===== src/rtl/id_ex_reg.sv =====
// ID/EX pipeline register: captures decode control/data each edge with hazard stall,
// flush bubble insertion, invalid-slot gating and a saturating bubble counter.
module id_ex_reg #(
  parameter int W     = 32,
  parameter int CNT_W = 16
) (
  input  logic             clk,
  input  logic             reset,
  input  logic             stall,
  input  logic             flush,
  input  logic             id_valid,
  input  logic             id_reg_write,
  input  logic             id_mem_read,
  input  logic             id_mem_write,
  input  logic             id_mem_to_reg,
  input  logic             id_alu_src,
  input  logic             id_reg_dst,
  input  logic             id_branch,
  input  logic [1:0]       id_alu_op,
  input  logic [W-1:0]     id_pc_plus4,
  input  logic [W-1:0]     id_rs_data,
  input  logic [W-1:0]     id_rt_data,
  input  logic [W-1:0]     id_imm_ext,
  input  logic [4:0]       id_rs,
  input  logic [4:0]       id_rt,
  input  logic [4:0]       id_rd,
  input  logic [5:0]       id_funct,
  output logic             ex_valid,
  output logic             ex_reg_write,
  output logic             ex_mem_read,
  output logic             ex_mem_write,
  output logic             ex_mem_to_reg,
  output logic             ex_alu_src,
  output logic             ex_reg_dst,
  output logic             ex_branch,
  output logic [1:0]       ex_alu_op,
  output logic [W-1:0]     ex_pc_plus4,
  output logic [W-1:0]     ex_rs_data,
  output logic [W-1:0]     ex_rt_data,
  output logic [W-1:0]     ex_imm_ext,
  output logic [4:0]       ex_rs,
  output logic [4:0]       ex_rt,
  output logic [4:0]       ex_rd,
  output logic [5:0]       ex_funct,
  output logic [CNT_W-1:0] bubble_count
);

  // Valid semantics: ex_valid qualifies the slot; the side-effecting controls
  // (reg_write, mem_read, mem_write, branch) are only ever 1 alongside ex_valid.
  logic             r_valid;
  logic             r_reg_write;
  logic             r_mem_read;
  logic             r_mem_write;
  logic             r_mem_to_reg;
  logic             r_alu_src;
  logic             r_reg_dst;
  logic             r_branch;
  logic [1:0]       r_alu_op;
  logic [W-1:0]     r_pc_plus4;
  logic [W-1:0]     r_rs_data;
  logic [W-1:0]     r_rt_data;
  logic [W-1:0]     r_imm_ext;
  logic [4:0]       r_rs;
  logic [4:0]       r_rt;
  logic [4:0]       r_rd;
  logic [5:0]       r_funct;
  logic [CNT_W-1:0] r_bubble_count;

  logic w_bubble;
  logic w_cnt_full;

  // A bubble is either a flush or a load of an empty decode slot; a stall alone is not.
  assign w_bubble   = flush | (~stall & ~id_valid);
  assign w_cnt_full = &r_bubble_count;

  always_ff @(posedge clk) begin
    if (reset) begin
      r_valid        <= 1'b0;
      r_reg_write    <= 1'b0;
      r_mem_read     <= 1'b0;
      r_mem_write    <= 1'b0;
      r_mem_to_reg   <= 1'b0;
      r_alu_src      <= 1'b0;
      r_reg_dst      <= 1'b0;
      r_branch       <= 1'b0;
      r_alu_op       <= 2'b00;
      r_pc_plus4     <= '0;
      r_rs_data      <= '0;
      r_rt_data      <= '0;
      r_imm_ext      <= '0;
      r_rs           <= '0;
      r_rt           <= '0;
      r_rd           <= '0;
      r_funct        <= '0;
      r_bubble_count <= '0;
    end else begin
      if (flush) begin
        r_valid      <= 1'b0;
        r_reg_write  <= 1'b0;
        r_mem_read   <= 1'b0;
        r_mem_write  <= 1'b0;
        r_mem_to_reg <= 1'b0;
        r_alu_src    <= 1'b0;
        r_reg_dst    <= 1'b0;
        r_branch     <= 1'b0;
        r_alu_op     <= 2'b00;
        r_pc_plus4   <= '0;
        r_rs_data    <= '0;
        r_rt_data    <= '0;
        r_imm_ext    <= '0;
        r_rs         <= '0;
        r_rt         <= '0;
        r_rd         <= '0;
        r_funct      <= '0;
      end else if (!stall) begin
        r_valid      <= id_valid;
        r_reg_write  <= id_reg_write & id_valid;
        r_mem_read   <= id_mem_read  & id_valid;
        r_mem_write  <= id_mem_write & id_valid;
        r_branch     <= id_branch    & id_valid;
        r_mem_to_reg <= id_mem_to_reg;
        r_alu_src    <= id_alu_src;
        r_reg_dst    <= id_reg_dst;
        r_alu_op     <= id_alu_op;
        r_pc_plus4   <= id_pc_plus4;
        r_rs_data    <= id_rs_data;
        r_rt_data    <= id_rt_data;
        r_imm_ext    <= id_imm_ext;
        r_rs         <= id_rs;
        r_rt         <= id_rt;
        r_rd         <= id_rd;
        r_funct      <= id_funct;
      end
      if (w_bubble && !w_cnt_full) begin
        r_bubble_count <= r_bubble_count + CNT_W'(1);
      end
    end
  end

  assign ex_valid      = r_valid;
  assign ex_reg_write  = r_reg_write;
  assign ex_mem_read   = r_mem_read;
  assign ex_mem_write  = r_mem_write;
  assign ex_mem_to_reg = r_mem_to_reg;
  assign ex_alu_src    = r_alu_src;
  assign ex_reg_dst    = r_reg_dst;
  assign ex_branch     = r_branch;
  assign ex_alu_op     = r_alu_op;
  assign ex_pc_plus4   = r_pc_plus4;
  assign ex_rs_data    = r_rs_data;
  assign ex_rt_data    = r_rt_data;
  assign ex_imm_ext    = r_imm_ext;
  assign ex_rs         = r_rs;
  assign ex_rt         = r_rt;
  assign ex_rd         = r_rd;
  assign ex_funct      = r_funct;
  assign bubble_count  = r_bubble_count;

endmodule

===== config.mk =====
export PLATFORM = sky130hd
export DESIGN_NAME = id_ex_reg
export DESIGN_NICKNAME = d
export VERILOG_FILES = /design/src/rtl/id_ex_reg.sv
export SDC_FILE = /design/constraint.sdc
export NUM_CORES = 1
export LEC_CHECK = 0
export CAP_MARGIN = 15
export CORE_UTILIZATION = 39
export CTS_CLUSTER_DIAMETER = 30
export CTS_CLUSTER_SIZE = 8
export DETAILED_ROUTE_END_ITERATION = 16
export MAX_ROUTING_LAYER = met4
export PLACE_DENSITY = 0.87
export SETUP_SLACK_MARGIN = 0.05
export SLEW_MARGIN = 20
export SYNTH_ARGS = -nofsm -noshare
export SYNTH_HDL_FRONTEND = slang
export SYNTH_SLANG_ARGS = --single-unit

===== constraint.sdc =====
create_clock -name clk -period 1.8 [get_ports clk]
set_input_delay 0.18 -clock clk [delete_from_list [all_inputs] [get_ports clk]]
set_output_delay 0.18 -clock clk [all_outputs]
set_load 0.03 [all_outputs]

==> impl_metrics.json, run 1 <==
{
  "outcome": "finished, final reports clean",
  "rsz0062_at_grt": "false",
  "drt-wirelength-per-cell_um": 16.01,
  "vias": 5664,
  "start_kind": "flip-flop",
  "hold_buffers": 0,
  "final_common_cell": "clkdlybuf4s50_1",
  "cp_data_required_time_ns": 1.62,
  "htree_levels": 4,
  "worst_path_dominant_cell_family": "buffers and inverters",
  "fin_skew_ns": 0.006685,
  "ios": 338,
  "yosys_warnings": 0,
  "gr-total-overflow": 0,
  "dieArea_um2": 16900,
  "avgSynthCellArea_um2": 10.34,
  "worstReg2RegStart": "bubble_count[0]$_SDFFE_PP0P_",
  "cpPeakStageDelay_ns": 0.72,
  "hold_violations": 0,
  "r2r_end": "bubble_count[0]$_SDFFE_PP0P_",
  "wl_um": 18970,
  "start_util_pct": 40.08,
  "r2r_slack_ns": 0.18,
  "dpl.hpwl_um": 13870,
  "power_leakage_uw": 0.004476,
  "drc": 0,
  "drt-vias-per-instance": 4.780,
  "tritoncts": "yes",
  "grt_pass1_vias": 5415,
  "fillers": 1213,
  "hp-start": "stall",
  "syn_area_um2": 6390,
  "multi_input_area_um2": 2729,
  "worstPathCellList": "clkdlybuf4s50_1",
  "crit_arrival_ns": 1.50,
  "synth_top_area_share_pct": 54.83,
  "hold_depth": 4,
  "nets": 1120,
  "grt_first_pass_wirelength_um": 27710,
  "worstPathMaxFanout": 2,
  "ant_nets": 0,
  "fin_crit_ns": 1.682,
  "die-width_um": 130,
  "clock_sinks": 175,
  "io_buffers": 337,
  "grt_start_max_net_pins": 64,
  "crit_buf_inv": 1,
  "synthFlopType": "dfxtp_1",
  "synth_top_area_cell": "dfxtp_1",
  "clkTransAtPathRegs_ns": 0.07,
  "postPlaceCellArea_um2": 10170,
  "fmax_ghz": 0.5946,
  "drive_gt1_share_pct": 7.637,
  "p_per_area_nw_per_um2": 855.1,
  "setup_viol": 0,
  "drtIter0Drc": 219,
  "ys_ff_latch": 175,
  "cap_violations": 0,
  "worst_slew_pin_slew_ns": 0.3980,
  "fin_crit_sh_pct": 93.43,
  "hold_end": "ex_pc_plus4[23]$_SDFFE_PP0N_",
  "regArea_um2": 3516,
  "cts.path.max_buffers": 2,
  "setup.worst_path.start": "ex_rt_data[4]$_SDFFE_PP0N_",
  "fin_area_um2": 10800,
  "synthArstFlopShare_pct": 0,
  "numCtsBuffers": 17,
  "slew_violations": 0,
  "rr_worst_depth": 5,
  "coreArea_um2": 15940,
  "fin_tns_setup_ns": 0,
  "slowest_stage": "clkdlybuf4s50_1",
  "clock-root-buffer": "clkbuf_16",
  "critPathKind": "flip-flop to primary output",
  "antenna_found_initial": 0,
  "first_pass_iters": 4,
  "place.gp.congestion": 0.8659,
  "cp-end-kind": "primary output",
  "die_y_um": 130,
  "placementRows": 46,
  "synth_edf_count": 0,
  "grt.total_usage_pct": 22.20,
  "area_growth_pct": 68.95,
  "peakVddDrop_uv": 558.3,
  "ys_seq_area_share_pct": 54.83,
  "final_cell_mix": "clkdlybuf4s50_1, nor2_1, dfxtp_1, mux2i_1, clkbuf_16",
  "netlist_top_cells_area": "dfxtp_1, mux2i_1, nor2_1, clkbuf_1, buf_2",
  "netlist_instances": 618,
  "min_path_type": "input pin to flip-flop",
  "antennaDiodeCount": 0,
  "synth_nets": 782,
  "relSlewSlack_pct": 73.38,
  "ys_types": 37,
  "clk_latency_ns": 0.42
}
==> logic make-up after synthesis <==
group | after synthesis | synth area share, %
AND/OR/NAND/NOR | 212 | 14.06
buffers and inverters | 42 | 2.702
adder cells (fa/ha/maj) | 1 | 0.1958
AO/OA/AOI/OAI | 29 | 3.270
flip-flops | 175 | 54.83
multiplexers | 159 | 24.95
==> layer usage <==
layer | GRT usage (%) | share of wire (%) | wire length [µm] | up-vias
li1 | - | - | - | 2776
met1 | 23.94 | 39 | 7449 | 2669
met2 | 38.82 | 52 | 9825 | 195
met3 | 6.232 | 7.3 | 1376 | 24
met4 | 8.071 | 1.7 | 322 | 0
met5 | - | 0 | 0 | -
==> through the flow <==
stage                     hold slack [ns]  std cells  worst slack, ns  power [µW]  util, %
after detailed placement           0.4824       1153          0.04839        5504    63.79
after global routing               0.3389       1185          0.04390        9544    67.71
after CTS                          0.3204       1185          0.05508        9293    67.57
after floorplan                    0.3239        618          0.03026        4779        -
final                              0.3275       1185           0.1183        9232    67.71
after global placement             0.4717       1153          0.08914        5481    63.79
==> synthesized netlist by cell type (3+ instances only) <==
cell type and count:
dfxtp_1 175, nor2_1 172, mux2i_1 157, clkbuf_1 20
buf_2 12, a21oi_1 7, buf_1 6, nand2_1 6
nand3_1 5, a22oi_1 4, inv_1 4, nor3_1 4
nor4_1 4, o21ai_0 4, nand2b_1 3, nor2b_1 3
or2_2 3, or3_1 3
==> report_power, final <==
part	switching, µW	internal [µW]
sequential	67.3	3990
clock	1680	2140
combinational	623	737
==> what timing repair did <==
action,in CTS,in global routing
setup buffers,0,0
setup endpoints to repair,4,8
cloned,0,0
resized for setup,4,8
==> worst max-delay path by stage <==
stage,to,slack [ns],depth (start not counted)
2_1_floorplan,bubble_count[15]$_SDFFE_PP0P_,0.03,4
3_3_place_gp,bubble_count[15]$_SDFFE_PP0P_,0.09,5
3_5_place_dp,bubble_count[9]$_SDFFE_PP0P_,0.05,6
4_1_cts,bubble_count[14],0.06,1
5_1_grt,bubble_count[4]$_SDFFE_PP0P_,0.04,5
6_report,ex_rt_data[4],0.12,1
==> final cells by class <==
| cell class | count | share of cell area (%) |
|---|---|---|
| multi-input combinational | 401 | 25.28 |
| timing repair buffer | 357 | 33.88 |
| clock inverter | 14 | 1.565 |
| sequential | 175 | 32.57 |
| tap | 216 | 2.503 |
| clock buffer | 18 | 4.068 |
| inverter | 4 | 0.1391 |
(Power assumes the default switching activity.)
==> inputs of run 2 (changes only) <==
RECOVER_POWER = 25   (was not set)
SETUP_SLACK_MARGIN = 0.15   (was 0.05)
==> impl_metrics.json, run 2 (synthesized netlist as in run 1, its figures left out) <==
{
  "grt_pass1_vias": 5395,
  "tritoncts": "yes",
  "vias": 5606,
  "clock_sinks": 175,
  "grt_start_max_net_pins": 85,
  "area_growth_pct": 68.30,
  "grt_first_pass_wirelength_um": 27000,
  "drt-vias-per-instance": 4.767,
  "crit_arrival_ns": 1.44,
  "fin_tns_setup_ns": 0,
  "clockPowerShare_pct": 40.7,
  "critPathKind": "flip-flop to primary output",
  "min_path_type": "input pin to flip-flop",
  "slew_violations": 0,
  "worst_slew_pin_slew_ns": 0.6311,
  "fin_area_um2": 10750,
  "combPwrFrac_pct": 14.3,
  "hold_violations": 0,
  "coreArea_um2": 15940,
  "htree_levels": 4,
  "fin_util_pct": 67.45,
  "p_per_area_nw_per_um2": 839.4,
  "drt-wirelength-per-cell_um": 16.29,
  "peakVddDrop_uv": 559.1,
  "cpPeakStageDelay_ns": 0.68,
  "wl_um": 19160,
  "cts.path.max_buffers": 2,
  "cp_data_required_time_ns": 1.62,
  "die_y_um": 130,
  "slowest_stage": "clkdlybuf4s50_1",
  "crit_buf_inv": 1,
  "fin_crit_sh_pct": 90.24,
  "nets": 1112,
  "final_common_cell": "clkdlybuf4s50_1",
  "switchingPower_uw": 2229,
  "worst_path_dominant_cell_family": "buffers and inverters",
  "rsz0062_at_grt": "true",
  "fmax_ghz": 0.6156,
  "worstPathMaxFanout": 2,
  "ant_nets": 0,
  "clock-root-buffer": "clkbuf_16",
  "placementRows": 46,
  "fillers": 1220,
  "clk_latency_ns": 0.42,
  "first_pass_iters": 4,
  "drive_gt1_share_pct": 7.187,
  "p_seq_share_pct": 45.0,
  "cp-end-kind": "primary output",
  "total_power_uw": 9027,
  "gr-total-overflow": 0,
  "grt.total_usage_pct": 21.51,
  "power_leakage_uw": 0.005780,
  "internal-power_uw": 6799,
  "place.gp.congestion": 0.8834,
  "outcome": "finished, final reports clean",
  "dpl.hpwl_um": 13920,
  "cap_violations": 0,
  "die-width_um": 130,
  "start_kind": "flip-flop",
  "antenna_found_initial": 0,
  "worstPathCellList": "clkdlybuf4s50_1",
  "antennaDiodeCount": 0,
  "fin_skew_ns": 0.007943,
  "numCtsBuffers": 17,
  "clkTransAtPathRegs_ns": 0.06,
  "setup_viol": 0,
  "fin_crit_ns": 1.624,
  "final_cell_mix": "clkdlybuf4s50_1, nor2_1, dfxtp_1, mux2i_1, dlymetal6s2s_1",
  "swShare_pct": 24.69,
  "dieArea_um2": 16900,
  "ios": 338,
  "io_buffers": 337,
  "drc": 0,
  "drtIter0Drc": 213,
  "relSlewSlack_pct": 57.93,
  "start_util_pct": 40.08,
  "postPlaceCellArea_um2": 10030
}
## run 2: worst paths after layout
path / start / to / slack, ns / cells after the start
max: ex_pc_plus4[4]$_SDFFE_PP0N_ / ex_pc_plus4[4] / 0.18 / 1
min reg2reg: ex_valid$_SDFFE_PP0N_ / ex_valid$_SDFFE_PP0N_ / 0.49 / 2
min: stall / bubble_count[6]$_SDFFE_PP0P_ / 0.36 / 5
max reg2reg: bubble_count[0]$_SDFFE_PP0P_ / bubble_count[5]$_SDFFE_PP0P_ / 0.23 / 6
## run 2: stage by stage
| stage | setup slack [ns] | instances | hold slack (ns) |
|---|---|---|---|
| global route | 0.1296 | 1176 | 0.3626 |
| finish | 0.1756 | 1176 | 0.3550 |
| floorplan | 0.1011 | 618 | 0.3239 |
| CTS | 0.1500 | 1175 | 0.3442 |
| global placement | 0.09683 | 1144 | 0.4714 |
| detailed placement | 0.05699 | 1144 | 0.4826 |
## run 2: repair_timing
| action | in CTS | in global routing |
|---|---|---|
| endpoints found under the setup margin | 62 | 79 |
| setup buffers | 0 | 1 |
| hold buffers | 0 | 0 |
| resized for setup | 62 | 76 |
| pin swaps | 0 | 1 |
| endpoints found under the hold margin | 0 | 0 |
## run 2: final cells by class
class	instances	area, µm²	area share (%)
clock buffers	20	456.7	4.247
clock inverters	11	132.6	1.233
flip-flops and latches	175	3518	32.72
inverters	4	15.01	0.1396
multi-input cells	401	2748	25.55
well taps	216	270.3	2.513
repair buffers	349	3613	33.60
## run 2: layer usage
metal	vias to the layer above	track usage, %	wire (µm)
li1	2772	-	-
met1	2607	22.86	7556
met2	196	37.46	9858
met3	31	5.863	1316
met4	0	9.302	429
met5	-	-	0
## run 2: power by group through the flow
stage	Combinational (µW)	Sequential (µW)	Clock (µW)
after floorplan	397	4380	0
after global placement	1300	4140	0
after detailed placement	1320	4150	0
after CTS	1300	4060	3750
after global routing	1370	4070	3890
final	1290	4060	3680
==> inputs of run 3 (changes only) <==
CORE_MARGIN = 5   (was not set)
PLACE_DENSITY = 0.8   (was 0.87)
==> impl_metrics.json, run 3 (synthesized netlist as in run 1, its figures left out) <==
{
  "drive_gt1_share_pct": 8.075,
  "fillers": 1310,
  "fin_crit_ns": 1.640,
  "rr_worst_depth": 4,
  "die-width_um": 138,
  "area_growth_pct": 69.94,
  "drtIter0Drc": 199,
  "fin_crit_sh_pct": 91.13,
  "worstPathMaxFanout": 6,
  "critPathKind": "flip-flop to flip-flop",
  "grt_first_pass_wirelength_um": 31770,
  "drt-vias-per-instance": 4.769,
  "clock_sinks": 175,
  "tritoncts": "yes",
  "die_y_um": 138,
  "htree_levels": 4,
  "worst_slew_pin_slew_ns": 1.029,
  "numCtsBuffers": 17,
  "power_leakage_uw": 0.006066,
  "rsz0062_at_grt": "false",
  "drc": 0,
  "cts.path.max_buffers": 2,
  "crit_arrival_ns": 1.98,
  "nets": 1117,
  "dieArea_um2": 19040,
  "cp-end-kind": "flip-flop",
  "min_path_type": "input pin to flip-flop",
  "vias": 5637,
  "final_cell_mix": "clkdlybuf4s50_1, nor2_1, dfxtp_1, mux2i_1, dlymetal6s2s_1",
  "wl_um": 20880,
  "dpl.hpwl_um": 15400,
  "outcome": "finished, final reports clean",
  "peakVddDrop_uv": 591.0,
  "antennaDiodeCount": 0,
  "slew_violations": 0,
  "clk_latency_ns": 0.42,
  "io_buffers": 337,
  "final_common_cell": "clkdlybuf4s50_1",
  "setup_ws_ns": 0.1597,
  "hold_violations": 0,
  "drt-wirelength-per-cell_um": 17.66,
  "crit_buf_inv": 0,
  "relSlewSlack_pct": 31.37,
  "cpPeakStageDelay_ns": 0.51,
  "placementRows": 46,
  "fin_tns_setup_ns": 0,
  "cap_violations": 0,
  "hold_buffers": 0,
  "grt_pass1_vias": 5704,
  "pre_cts_ws_ns": 0.06976,
  "coreArea_um2": 16000,
  "p_per_area_nw_per_um2": 833.9,
  "ios": 338,
  "first_pass_iters": 4,
  "start_util_pct": 39.94,
  "holdWs_ns": 0.3571,
  "gr-total-overflow": 0,
  "grt.total_usage_pct": 21.44,
  "slowest_stage": "or4_1",
  "worst_path_dominant_cell_family": "simple AND/OR/NAND/NOR gates",
  "worstPathCellList": "and4_2, nand2_2, or4_1, a21oi_1",
  "cp_data_required_time_ns": 2.14,
  "fin_skew_ns": 0.006101,
  "clkTransAtPathRegs_ns": 0.07,
  "antenna_found_initial": 0,
  "setup_viol": 0,
  "grt_start_max_net_pins": 85,
  "clock-root-buffer": "clkbuf_16",
  "place.gp.congestion": 0.8379,
  "hold_depth": 3,
  "start_kind": "flip-flop",
  "fmax_ghz": 0.6097,
  "ant_nets": 0,
  "path_depth": 4
}
-- run 3: layout make-up --
type	count	area, µm²	share of cell area (%)
Clock buffer	18	439.2	4.044
Clock inverter	14	156.4	1.440
Inverter	4	15.01	0.1383
Multi-Input combinational cell	401	2778	25.58
Sequential cell	175	3530	32.50
Tap cell	216	270.3	2.489
Timing Repair Buffer	354	3671	33.81
-- run 3: worst min-delay path, stage by stage --
cell	delay, ns
clkdlybuf4s50_1	0.39
mux2i_1	0.12
nor2_1	0.05
-- run 3: routing by layer --
layer	share of wire, %	track usage (%)	up-vias
met1	40	24.17	2623
met5	0	-	-
li1	-	-	2774
met4	2.2	7.852	0
met2	52	37.23	208
met3	5.4	4.897	32
-- run 3: report_power, final --
| part | switching, µW | internal [µW] |
|---|---|---|
| Clock | 1600 | 2110 |
| Combinational | 624 | 678 |
| Sequential | 63.3 | 3990 |
| Total | 2290 | 6770 |
-- run 3: repair_timing --
action                                  4_1_cts  5_1_grt
endpoints found under the setup margin       61       96
buffers inserted                              0        1
resized for setup                            61      100
pin swaps                                     1        2
endpoints found under the hold margin         0        0
-- run 3: through the flow --
step                      utilization, %  total power (µW)  std cells  area (µm²)
after floorplan                        -              4779        618        6404
after global placement             62.91              5463       1149       10070
after detailed placement           62.91              5480       1149       10070
after CTS                          66.20              9154       1181       10590
after global routing               67.87              9408       1182       10860
final                              67.87              9056       1182       10860
-- run 3: final timing paths --
check                               start                       endpoint  slack (ns)
min                         id_rt_data[9]     ex_rt_data[9]$_SDFFE_PP0N_        0.36
max reg2reg  bubble_count[3]$_SDFFE_PP0P_  bubble_count[13]$_SDFFE_PP0P_        0.16
min reg2reg   ex_rs_data[20]$_SDFFE_PP0N_    ex_rs_data[20]$_SDFFE_PP0N_        0.49
max          bubble_count[3]$_SDFFE_PP0P_  bubble_count[13]$_SDFFE_PP0P_        0.16
